===== config.mk =====
export PLATFORM = sky130hd
export DESIGN_NAME = rr_slave_arbiter
export DESIGN_NICKNAME = d
export VERILOG_FILES = /design/src/rtl/rr_slave_arbiter.sv
export SDC_FILE = /design/constraint.sdc
export NUM_CORES = 1
export LEC_CHECK = 0
export CORE_UTILIZATION = 40
export CTS_BUF_LIST = sky130_fd_sc_hd__clkbuf_8
export CTS_CLUSTER_DIAMETER = 100
export DETAILED_ROUTE_END_ITERATION = 12
export PLACE_DENSITY_LB_ADDON = 0.3
export SYNTH_ARGS = -nofsm -noshare
export SYNTH_HDL_FRONTEND = slang
export SYNTH_SLANG_ARGS = --single-unit

===== constraint.sdc =====
create_clock -name clk -period 5.9 [get_ports clk]
set_clock_uncertainty 0.2 [all_clocks]
set_input_delay 1.475 -clock clk [delete_from_list [all_inputs] [get_ports clk]]
set_output_delay 1.475 -clock clk [all_outputs]
set_load 0.02 [all_outputs]

===== src/rtl/rr_slave_arbiter.sv =====
// Round-robin arbiter that serialises N_MASTERS word-write requests onto one slave req/ack handshake.
// Optional macro ARB_TIMEOUT_EN adds an ack timeout with a timeout_err pulse output.
//
//   state   | meaning
//   IDLE    | no transfer; samples m_req and grants the next requester after ptr
//   BUSY    | slv_req held with latched data, waiting for slv_ack
//   RELEASE | slv_req dropped, waiting for slv_ack to return low
module rr_slave_arbiter #(
  parameter int N_MASTERS = 4,
  parameter int DATA_W    = 32,
  parameter int TIMEOUT   = 16,
  localparam int GID_W    = (N_MASTERS > 1) ? $clog2(N_MASTERS) : 1
) (
  input  logic                          clk,
  input  logic                          rst_n,
  input  logic [N_MASTERS-1:0]          m_req,
  input  logic [N_MASTERS*DATA_W-1:0]   m_data,
  output logic [N_MASTERS-1:0]          m_done,
  output logic                          slv_req,
  output logic [DATA_W-1:0]             slv_data,
  input  logic                          slv_ack,
  output logic [GID_W-1:0]              grant_id,
  output logic                          busy
`ifdef ARB_TIMEOUT_EN
  ,
  output logic                          timeout_err
`endif
);

  typedef enum logic [1:0] {IDLE, BUSY, RELEASE} state_t;

  state_t                state, state_nxt;
  logic [GID_W-1:0]      ptr, ptr_nxt, grant_nxt, winner;
  logic [N_MASTERS-1:0]  upper_mask, req_upper, m_done_nxt;
  logic [DATA_W-1:0]     winner_data, slv_data_nxt;
  logic                  slv_req_nxt, busy_nxt;

  function automatic logic [GID_W-1:0] lowest_set(input logic [N_MASTERS-1:0] v);
    lowest_set = '0;
    for (int i = N_MASTERS - 1; i >= 0; i--) begin
      if (v[i]) lowest_set = GID_W'(i);
    end
  endfunction

  // Requests above the pointer win first; otherwise wrap to the lowest set bit.
  always_comb begin
    upper_mask = '0;
    for (int i = 0; i < N_MASTERS; i++) begin
      upper_mask[i] = (GID_W'(i) > ptr);
    end
    req_upper = m_req & upper_mask;
    winner    = (req_upper != '0) ? lowest_set(req_upper) : lowest_set(m_req);
    winner_data = '0;
    for (int i = 0; i < N_MASTERS; i++) begin
      if (winner == GID_W'(i)) winner_data = m_data[i*DATA_W +: DATA_W];
    end
  end

`ifdef ARB_TIMEOUT_EN
  localparam logic [7:0] CNT_LAST = 8'(TIMEOUT - 1);
  logic [7:0] cnt, cnt_nxt;
  logic       to_flag, to_flag_nxt, timeout_err_nxt;
`endif

  always_comb begin
    state_nxt    = state;
    ptr_nxt      = ptr;
    grant_nxt    = grant_id;
    slv_req_nxt  = slv_req;
    slv_data_nxt = slv_data;
    m_done_nxt   = '0;
`ifdef ARB_TIMEOUT_EN
    cnt_nxt         = cnt;
    to_flag_nxt     = to_flag;
    timeout_err_nxt = 1'b0;
`endif
    case (state)
      IDLE: begin
        if (m_req != '0) begin
          state_nxt    = BUSY;
          ptr_nxt      = winner;
          grant_nxt    = winner;
          slv_data_nxt = winner_data;
          slv_req_nxt  = 1'b1;
`ifdef ARB_TIMEOUT_EN
          cnt_nxt     = '0;
          to_flag_nxt = 1'b0;
`endif
        end
      end
      BUSY: begin
        if (slv_ack) begin
          state_nxt   = RELEASE;
          slv_req_nxt = 1'b0;
          m_done_nxt  = N_MASTERS'(1) << grant_id;
`ifdef ARB_TIMEOUT_EN
          cnt_nxt = '0;
        end else if (cnt == CNT_LAST) begin
          state_nxt       = RELEASE;
          slv_req_nxt     = 1'b0;
          m_done_nxt      = N_MASTERS'(1) << grant_id;
          timeout_err_nxt = 1'b1;
          to_flag_nxt     = 1'b1;
          cnt_nxt         = '0;
        end else begin
          cnt_nxt = cnt + 8'd1;
`endif
        end
      end
      RELEASE: begin
        slv_req_nxt = 1'b0;
`ifdef ARB_TIMEOUT_EN
        // After an abort, sit out the full window so a late ack cannot leak into the next transfer.
        if ((!slv_ack && !to_flag) || cnt == CNT_LAST) state_nxt = IDLE;
        else cnt_nxt = cnt + 8'd1;
`else
        if (!slv_ack) state_nxt = IDLE;
`endif
      end
      default: state_nxt = IDLE;
    endcase
    busy_nxt = (state_nxt != IDLE);
  end

  always_ff @(posedge clk or negedge rst_n) begin
    if (!rst_n) begin
      state    <= IDLE;
      ptr      <= GID_W'(N_MASTERS - 1);
      grant_id <= '0;
      slv_req  <= 1'b0;
      slv_data <= '0;
      m_done   <= '0;
      busy     <= 1'b0;
    end else begin
      state    <= state_nxt;
      ptr      <= ptr_nxt;
      grant_id <= grant_nxt;
      slv_req  <= slv_req_nxt;
      slv_data <= slv_data_nxt;
      m_done   <= m_done_nxt;
      busy     <= busy_nxt;
    end
  end

`ifdef ARB_TIMEOUT_EN
  always_ff @(posedge clk or negedge rst_n) begin
    if (!rst_n) begin
      cnt         <= '0;
      to_flag     <= 1'b0;
      timeout_err <= 1'b0;
    end else begin
      cnt         <= cnt_nxt;
      to_flag     <= to_flag_nxt;
      timeout_err <= timeout_err_nxt;
    end
  end
`endif

endmodule


==> results.py, run 1 <==
metrics = {
    "synthesis": {
        "yosys_warnings": 0,
        "synth_seq_cells": 44,
        "synthTopCellsByArea": "dfrtp_1 (40%), a221oi_1 (8.3%), o221ai_1 (6.3%), nand2_1 (5.4%), o21ai_0 (4.8%)",
        "synth_edf_count": 0,
        "synthArstFlopShare_pct": 100.0,
        "synth.top_cell.area_share_pct": 40.08,
        "synth_top_area_cell": "dfrtp_1",
        "syn_nets": 429,
        "synth_cell_type_count": 37,
        "synth_area_per_cell_um2": 9.043,
        "ys_seq_area_share_pct": 42.08,
        "synthFlopType": "dfrtp_1",
        "netlist_area_um2": 2623,
        "syn_inst": 290,
    },
    "floorplanning": {
        "die_w_um": 82.97,
        "rows": 29,
        "core_um2": 6350,
        "fp.dieH_um": 82.97,
        "io_pins": 175,
        "initial_core_util_pct": 41.30,
        "die_area_um2": 6884,
    },
    "global_route": {
        "grt.total_usage_pct": 27.46,
        "antenna_found_initial": 0,
        "grt_remaining_overflow": 0,
        "grt_max_degree": 45,
        "grt_pass1_vias": 3054,
        "grt_pass1_wl_um": 15270,
    },
    "placement": {
        "portBuffers": 174,
        "place_hpwl_um": 6986,
        "gp_congestion": 0.8668,
    },
    "timing": {
        "slew_headroom_pct": 32.33,
        "fin_crit_ns": 3.914,
        "fmaxAchievable_mhz": 255.5,
        "tightest_slew_ns": 1.012,
        "fin_crit_sh_pct": 66.34,
        "setup_violations": 0,
        "setup_tns_ns": 0,
        "fin_hold_ws_ns": 0.2843,
        "rsz0062_at_grt": "false",
        "slew_viol_final": 0,
        "final-hold-violation-count": 0,
    },
    "finish": {
        "multiInputGateArea_um2": 1388,
        "finalNetCount": 588,
        "filler_cell_count": 510,
        "final_common_cell": "clkdlybuf4s50_1",
        "drive_gt1_share_pct": 4.667,
        "area_growth_pct": 70.90,
        "insertedDiodeCount": 0,
        "mostFrequentLayoutCells": "clkdlybuf4s50_1 (173), dfrtp_1 (42), nand2_1 (38)",
        "ff_latch_area_um2": 1104,
    },
    "detailed_routing": {
        "avgRoutedWirePerCell_um": 17.73,
        "first_pass_iters": 4,
        "drt_drc_violations_left": 0,
        "first_iter_violations": 166,
        "avgViaCountPerCell": 5.731,
        "wl_um": 9345,
        "postRouteAntennaNets": 0,
        "vias": 3020,
    },
    "flow_run": {
        "cap_violations": 0,
    },
    "clocking": {
        "numCtsBuffers": 5,
        "cts_root_buffer": "clkbuf_8",
        "clkTransAtPathRegs_ns": 0.09,
        "cts_hold_buffers": 0,
        "postCtsSetupBuffers": 0,
        "h-tree-depth": 2,
        "cts.repair.resized": 0,
        "clk_latency_ns": 0.29,
        "clkSinkCount": 44,
        "cts_tree": "done",
        "clock_path_buffers": 2,
    },
    "setup_path": {
        "startpoint_type": "primary input",
        "cp.required_ns": 5.88,
        "critPathArrivalTime_ns": 3.89,
        "critPathKind": "primary input to register",
        "slowest_stage": "a311oi_4",
        "slowest_delay_ns": 0.74,
        "crit_chain": "clkdlybuf4s50_1 > or2_0 > a311oi_4 > buf_4 > inv_1 > a21boi_0 > o41ai_1",
        "worstPathMaxFanout": 19,
        "end_kind": "register",
    },
    "power": {
        "peakVddDrop_mv": 0.2412,
        "p_total_mw": 1.999,
        "switchingPower_mw": 0.8810,
        "p_comb_share_pct": 62.1,
        "cellLeakagePower_nw": 1.761,
        "p_int_mw": 1.118,
        "swShare_pct": 44.08,
        "seq_power_share_pct": 28.0,
        "pwr-share-clk_pct": 9.9,
        "power.density_nw_per_um2": 445.9,
    },
    "outcome": {
        "status": "finished, final reports clean",
    },
    "worst_hold_path": {
        "hp-class": "register to register",
    },
}
synth_stat cells, types with 2 or more instances:
cell type,instances
dfrtp_1,42
nand2_1,38
a221oi_1,25
o21ai_0,25
o221ai_1,19
a21oi_1,17
buf_2,13
nor2_1,13
clkbuf_1,11
a2bb2oi_1,8
and2_1,8
mux2i_1,8
o31ai_1,8
inv_1,7
a31oi_1,6
nand3_1,6
ha_1,4
nand2b_1,4
nor2b_1,4
nor3_1,3
o22ai_1,3
buf_6,2
dfstp_2,2
power groups by stage:
stage	Sequential [mW]	Clock (mW)	Combinational [mW]
after floorplan	0.690	0	0.596
after global placement	0.556	0	1.21
after detailed placement	0.561	0	1.24
after CTS	0.558	0.200	1.24
after global routing	0.581	0.211	1.34
final	0.560	0.197	1.24
cell families after synthesis:
logic type	count (synthesis)	share of synthesized area, %
buffers and inverters	34	6.202
adders and majority gates	4	1.908
and+or+nand+nor	82	14.31
muxes	8	3.054
AOI/OAI and AO/OA	118	32.44
DFF	44	42.08
per-layer routing:
layer  routed length [um]  track usage, %  part of all wire, %
met1                 3774           34.27                   40
met2                 4612           46.65                   49
met3                  733           6.262                  7.8
met4                  225           9.561                  2.4
met5                    0               0                    0
path summary, 6_finish.rpt:
| kind | startpoint | end | slack (ns) | cells past startpoint |
|---|---|---|---|---|
| setup / recovery | m_req[1] | slv_data[0]$_DFFE_PN0P_ | 1.99 | 7 |
| hold / removal | slv_data[14]$_DFFE_PN0P_ | slv_data[14]$_DFFE_PN0P_ | 0.28 | 2 |
| setup reg to reg | ptr[1]$_DFFE_PN1P_ | slv_data[0]$_DFFE_PN0P_ | 3.26 | 6 |
| hold reg to reg | slv_data[14]$_DFFE_PN0P_ | slv_data[14]$_DFFE_PN0P_ | 0.28 | 2 |
| max in group asynchronous | rst_n | slv_data[7]$_DFFE_PN0P_ | 3.76 | 1 |
| min in group asynchronous | rst_n | slv_data[19]$_DFFE_PN0P_ | 1.13 | 1 |
area by class of cell:
| type | count | area share [%] |
|---|---|---|
| Clock inverter | 2 | 0.2513 |
| Inverter | 7 | 0.5863 |
| Multi-Input combinational cell | 212 | 30.96 |
| Clock buffer | 6 | 1.843 |
| Sequential cell | 44 | 24.62 |
| Timing Repair Buffer | 179 | 39.59 |
| Tap cell | 77 | 2.150 |
metrics by stage:
step           std cells  area, um2  worst slack, ns  utilization (%)
6_report             527       4482            1.986            70.58
5_1_grt              527       4482            1.821            70.58
4_1_cts              527       4482            2.010            70.58
3_5_place_dp         519       4388            1.697            69.10
3_3_place_gp         519       4388            1.769            69.10
2_1_floorplan        290       2623            2.875                -
sequential cells by signal, summed over array words and instances, names as in the netlist:
| register | count |
|---|---|
| slv_data | 32 |
| grant_id | 2 |
| state | 2 |
| slv_req | 1 |
| busy | 1 |
| m_done | 4 |
| ptr | 2 |
worst max-delay path: cells and delay by family:
kind	cells	cell delay (ns)
AO/OA/AOI/OAI	3	1.04
buffers and inverters	3	1.02
AND/OR/NAND/NOR	1	0.34
No activity file was read; power rests on OpenSTA's default activity.
==> run 2, diff against run 1 <==
--- a/config.mk
+++ b/config.mk
@@ -5,7 +5,7 @@
 export SDC_FILE = /design/constraint.sdc
 export NUM_CORES = 1
 export LEC_CHECK = 0
-export CORE_UTILIZATION = 40
+export CORE_UTILIZATION = 37
 export CTS_BUF_LIST = sky130_fd_sc_hd__clkbuf_8
 export CTS_CLUSTER_DIAMETER = 100
 export DETAILED_ROUTE_END_ITERATION = 12
==> constraint.sdc (replaced) <==
create_clock -name clk -period 3.8 [get_ports clk]
set_clock_uncertainty 0.2 [all_clocks]
set_input_delay 0.95 -clock clk [delete_from_list [all_inputs] [get_ports clk]]
set_output_delay 0.95 -clock clk [all_outputs]
set_load 0.02 [all_outputs]
==> run 2 against run 1 <==
Count of clock-buffer cells in the layout unchanged. Sequential power grew 54%. Power rose by 59%. Global-route usage down 2.4 points. Critical path depth decreased by 1. Combinational power is 62% higher. Hold slack worse by 0.0052 ns. Via count rose by 1.9%. Sequential cell count unchanged. Clock power up 56%. Setup slack lost 1.3 ns. Final cell count grew 4.7%. Critical path type unchanged. Critical endpoint is now slv_data[16]$_DFFE_PN0P_.
==> results.py, run 2 (same netlist as run 1, synthesis figures left out) <==
metrics = {
    "setup_path": {
        "cp.required_ns": 3.81,
        "startpoint_type": "primary input",
        "critPathArrivalTime_ns": 3.14,
        "critPathKind": "primary input to register",
        "worstPathMaxFanout": 23,
        "r2r_end": "slv_data[16]$_DFFE_PN0P_",
        "worstRegToRegCells": 5,
        "reg2reg_slack_ns": 1.25,
        "end_kind": "register",
        "reg2reg_from": "ptr[0]$_DFFE_PN1P_",
    },
    "finish": {
        "drive_gt1_share_pct": 5.921,
        "insertedDiodeCount": 0,
        "reg_top3": "slv_data (32), m_done (4)",
        "final_core_util_pct": 67.05,
        "area_growth_pct": 74.67,
        "mostFrequentLayoutCells": "clkdlybuf4s50_1 (173), dfrtp_1 (42), nand2_1 (38)",
        "regMostFlops": "slv_data",
        "largest_register_ffs": 32,
        "finalNetCount": 594,
        "final_common_cell": "clkdlybuf4s50_1",
        "filler_cell_count": 591,
    },
    "placement": {
        "portBuffers": 174,
        "gp_congestion": 0.8579,
        "place_hpwl_um": 6902,
    },
    "global_route": {
        "antenna_found_initial": 0,
        "grt_max_degree": 45,
        "grt_pass1_wl_um": 14570,
        "grt.total_usage_pct": 25.10,
        "grt_remaining_overflow": 0,
        "grt_pass1_vias": 3089,
    },
    "clocking": {
        "clkSinkCount": 44,
        "clk_latency_ns": 0.29,
        "cts_root_buffer": "clkbuf_8",
        "clock_path_buffers": 2,
        "clkTransAtPathRegs_ns": 0.08,
        "numCtsBuffers": 5,
        "cts_tree": "done",
        "h-tree-depth": 2,
        "cts.repair.resized": 0,
        "postCtsSetupBuffers": 0,
        "cts_hold_buffers": 0,
    },
    "detailed_routing": {
        "postRouteAntennaNets": 0,
        "first_pass_iters": 4,
        "drt_drc_violations_left": 0,
        "vias": 3078,
        "first_iter_violations": 210,
        "avgViaCountPerCell": 5.576,
        "wl_um": 9416,
        "avgRoutedWirePerCell_um": 17.06,
    },
    "timing": {
        "rsz0062_at_grt": "false",
        "setup_tns_ns": 0,
        "fin_hold_ws_ns": 0.2791,
        "slew_headroom_pct": 29.10,
        "slew_viol_final": 0,
        "fin_crit_ns": 3.130,
        "tightest_slew_ns": 1.062,
        "fin_crit_sh_pct": 82.36,
        "setup_violations": 0,
        "fmaxAchievable_mhz": 319.5,
        "final-hold-violation-count": 0,
    },
    "flow_run": {
        "cap_violations": 0,
    },
    "floorplanning": {
        "die_w_um": 86.19,
        "initial_core_util_pct": 38.39,
        "rows": 30,
        "io_pins": 175,
        "die_area_um2": 7429,
        "core_um2": 6832,
        "fp.dieH_um": 86.19,
    },
    "worst_hold_path": {
        "hold_end": "m_done[1]$_DFF_PN0_",
        "min_path_cells": 1,
        "hp-class": "register to register",
        "min_from": "grant_id[1]$_DFFE_PN0P_",
    },
    "outcome": {
        "status": "finished, final reports clean",
    },
    "power": {
        "cellLeakagePower_nw": 1.803,
        "power.density_nw_per_um2": 693.3,
        "peakVddDrop_mv": 0.3128,
    },
}
run 2: worst max-delay path by stage:
stage	start	end	slack (ns)	cells past startpoint
floorplan	m_req[0]	slv_data[26]$_DFFE_PN0P_	1.30	7
global placement	m_req[3]	slv_data[0]$_DFFE_PN0P_	0.52	7
detailed placement	m_req[3]	slv_data[18]$_DFFE_PN0P_	0.40	6
CTS	m_req[3]	slv_data[16]$_DFFE_PN0P_	0.71	6
global route	m_req[3]	slv_data[16]$_DFFE_PN0P_	0.57	6
finish	m_req[3]	slv_data[16]$_DFFE_PN0P_	0.67	6
run 2: cell type report:
cell class                      instances  area, um2  share of cell area (%)
Clock buffer                            6      82.58                   1.803
Clock inverter                          2      11.26                  0.2458
Inverter                                7      26.28                  0.5736
Multi-Input combinational cell        212       1393                   30.40
Sequential cell                        44       1104                   24.09
Tap cell                               96      120.1                   2.622
Timing Repair Buffer                  185       1844                   40.26
run 2: layer usage:
layer | vias to the layer above | part of all wire [%] | GRT usage, %
met5 | - | 0 | 0
met4 | 0 | 2.7 | 9.394
met3 | 22 | 8.0 | 5.429
met2 | 167 | 49 | 42.93
met1 | 1455 | 40 | 31.09
li1 | 1434 | - | -
run 2: worst max-delay path, stage by stage:
cell             delay (ns)
clkdlybuf4s50_1        0.54
nand2b_1               0.22
a21oi_1                0.13
nor2_2                 0.84
a221oi_1               0.23
a31oi_1                0.22
run 2: power breakdown:
part | internal, mW | total, mW | leakage (nW) | switching [mW]
clock | 0.145 | 0.307 | 0.0486 | 0.162
sequential | 0.706 | 0.863 | 0.534 | 0.157
combinational | 0.940 | 2.01 | 1.22 | 1.07
total | 1.79 | 3.18 | 1.80 | 1.38
run 2: per-stage QoR:
| stage | power [mW] | cells | cell area (um2) | worst slack (ns) |
|---|---|---|---|---|
| finish | 3.176 | 552 | 4581 | 0.6703 |
| global route | 3.393 | 552 | 4581 | 0.5678 |
| CTS | 3.181 | 552 | 4581 | 0.7132 |
| detailed placement | 2.869 | 544 | 4487 | 0.4010 |
| global placement | 2.804 | 544 | 4487 | 0.5230 |
| floorplan | 1.996 | 290 | 2623 | 1.300 |
==> run 3, diff against run 2 <==
--- a/config.mk
+++ b/config.mk
@@ -5,7 +5,7 @@
 export SDC_FILE = /design/constraint.sdc
 export NUM_CORES = 1
 export LEC_CHECK = 0
-export CORE_UTILIZATION = 37
+export CORE_UTILIZATION = 33
 export CTS_BUF_LIST = sky130_fd_sc_hd__clkbuf_8
 export CTS_CLUSTER_DIAMETER = 100
 export DETAILED_ROUTE_END_ITERATION = 12
==> constraint.sdc (replaced) <==
create_clock -name clk -period 2.6 [get_ports clk]
set_clock_uncertainty 0.2 [all_clocks]
set_input_delay 0.65 -clock clk [delete_from_list [all_inputs] [get_ports clk]]
set_output_delay 0.65 -clock clk [all_outputs]
set_load 0.02 [all_outputs]
==> run 3 against run 2 <==
Setup slack worse by 0.43 ns. Power up 50%. Hold slack worse by 0.16 ns. Sequential cell count is the same. Critical path depth is 2 higher. Via count decreased by 0.13%. Clock power up 32%. Routed wire length fell by 1.9%. Sequential share of layout area shrank 1.0 points. First-iteration DRC count down 54%. Global-route usage shrank 3.4 points. Critical path type unchanged. Largest cell class unchanged. Largest power group unchanged.
==> results.py, run 3 (same netlist as run 1, synthesis figures left out) <==
metrics = {
    "finish": {
        "final_common_cell": "clkdlybuf4s50_1",
        "finalNetCount": 614,
        "mostFrequentLayoutCells": "clkdlybuf4s50_1 (170), dfrtp_1 (42), nand2_1 (38)",
        "reg_top3": "slv_data (32), m_done (4)",
        "insertedDiodeCount": 0,
        "regMostFlops": "slv_data",
        "ff_latch_area_um2": 1104,
        "largest_register_ffs": 32,
        "filler_cell_count": 674,
        "area_growth_pct": 82.59,
        "fin_area_um2": 4788,
        "multiInputGateArea_um2": 1403,
        "drive_gt1_share_pct": 9.874,
    },
    "floorplanning": {
        "rows": 32,
        "fp.dieH_um": 91.15,
        "die_area_um2": 8307,
        "core_um2": 7687,
        "initial_core_util_pct": 34.11,
        "io_pins": 175,
        "die_w_um": 91.15,
    },
    "timing": {
        "fin_crit_ns": 2.363,
        "fin_hold_ws_ns": 0.1235,
        "final-hold-violation-count": 0,
        "tightest_slew_ns": 0.5566,
        "fin_crit_sh_pct": 90.87,
        "fmaxAchievable_mhz": 423.3,
        "rsz0062_at_grt": "false",
        "slew_headroom_pct": 62.81,
        "setup_violations": 0,
        "slew_viol_final": 0,
    },
    "detailed_routing": {
        "m1WireLength_um": 3766,
        "dr_wl_met2_um": 4711,
        "avgViaCountPerCell": 5.318,
        "first_pass_iters": 4,
        "avgRoutedWirePerCell_um": 15.99,
        "vias": 3074,
        "wl_um": 9241,
        "drt_drc_violations_left": 0,
        "met3WireLength_um": 553,
        "postRouteAntennaNets": 0,
        "first_iter_violations": 97,
        "top_layer_used": "met4",
    },
    "power": {
        "cellLeakagePower_nw": 1.948,
        "peakVddDrop_mv": 0.3844,
        "power.density_nw_per_um2": 994.8,
    },
    "clocking": {
        "cts_tree": "done",
        "h-tree-depth": 2,
        "clk_latency_ns": 0.30,
        "clock_path_buffers": 2,
        "cts_root_buffer": "clkbuf_8",
        "clkTransAtPathRegs_ns": 0.08,
        "clkSinkCount": 44,
        "numCtsBuffers": 5,
    },
    "setup_path": {
        "startpoint_type": "primary input",
        "worstPathMaxFanout": 19,
        "end_kind": "register",
        "critPathArrivalTime_ns": 2.36,
        "critPathKind": "primary input to register",
        "cp_common_cell": "buf_4",
        "cp.required_ns": 2.59,
        "crit_chain": "clkdlybuf4s50_1 > buf_4 > a211oi_1 > buf_4 > a221oi_4 > buf_6 > a21oi_1 > o31ai_1",
        "slowest_stage": "clkdlybuf4s50_1",
        "slowest_delay_ns": 0.51,
    },
    "placement": {
        "portBuffers": 174,
        "placed_area_um2": 4674,
        "place_hpwl_um": 7196,
        "gp_congestion": 0.8279,
    },
    "worst_hold_path": {
        "hp-class": "primary input to async pin",
    },
    "global_route": {
        "grt.total_usage_pct": 21.73,
        "grt_max_degree": 29,
        "grt_pass1_vias": 2987,
        "antenna_found_initial": 0,
        "grt_pass1_wl_um": 14310,
        "grt_remaining_overflow": 0,
    },
    "flow_run": {
        "cap_violations": 0,
    },
    "outcome": {
        "status": "finished, final reports clean",
    },
}
==> run 3: path summary, 6_finish.rpt <==
check / from / to / slack [ns] / cells past startpoint
max: m_req[2] / slv_data[24]$_DFFE_PN0P_ / 0.24 / 8
min: rst_n / slv_data[18]$_DFFE_PN0P_ / 0.12 / 1
max reg2reg: ptr[0]$_DFFE_PN1P_ / slv_data[24]$_DFFE_PN0P_ / 0.39 / 6
min reg2reg: grant_id[1]$_DFFE_PN0P_ / m_done[1]$_DFF_PN0_ / 0.27 / 1
max in group asynchronous: rst_n / ptr[0]$_DFFE_PN1P_ / 1.48 / 2
min in group clk: grant_id[1]$_DFFE_PN0P_ / m_done[1]$_DFF_PN0_ / 0.27 / 1
==> run 3: layout make-up <==
type,instances,share of cell area (%)
clock buffer,5,1.437
tap,102,2.665
inverter,7,0.5487
timing repair buffer,205,42.75
sequential,44,23.05
multi-input combinational,212,29.29
clock inverter,3,0.2613
==> run 3: routing by layer <==
layer	GRT usage (%)	vias to the layer above
met5	0	-
met4	8.333	0
met2	37.94	118
met3	4.439	16
li1	-	1480
met1	26.19	1460
==> run 3: critical path: cells and delay by family <==
family / cells / cell delay (ns)
compound gates: 4 / 0.64
buf+inv: 4 / 1.05
==> run 3: stage by stage <==
stage	utilization [%]	setup TNS (ns)	instances	setup slack (ns)	total power, mW
final	62.29	0	578	0.2374	4.763
after global routing	62.29	0	578	0.1074	5.085
after CTS	61.93	0	577	0.07959	4.775
after detailed placement	60.81	-8.509	569	-0.3349	4.348
after global placement	60.81	-6.908	569	-0.2493	4.267
after floorplan	-	0	290	0.4002	2.917
==> run 3: where the power goes <==
| group | leakage, nW | switching, mW | total, mW | internal, mW |
|---|---|---|---|---|
| Combinational | 1.36 | 1.57 | 3.10 | 1.53 |
| Clock | 0.0505 | 0.225 | 0.406 | 0.181 |
| Sequential | 0.534 | 0.229 | 1.26 | 1.03 |
==> run 3: what timing repair did <==
| item | 4_1_cts | 5_1_grt |
|---|---|---|
| setup endpoints to repair | 2 | 7 |
| resized for setup | 1 | 6 |
| endpoints found under the hold margin | 0 | 0 |
| hold buffers | 0 | 0 |
| setup buffers | 0 | 1 |
| pin swaps | 0 | 2 |
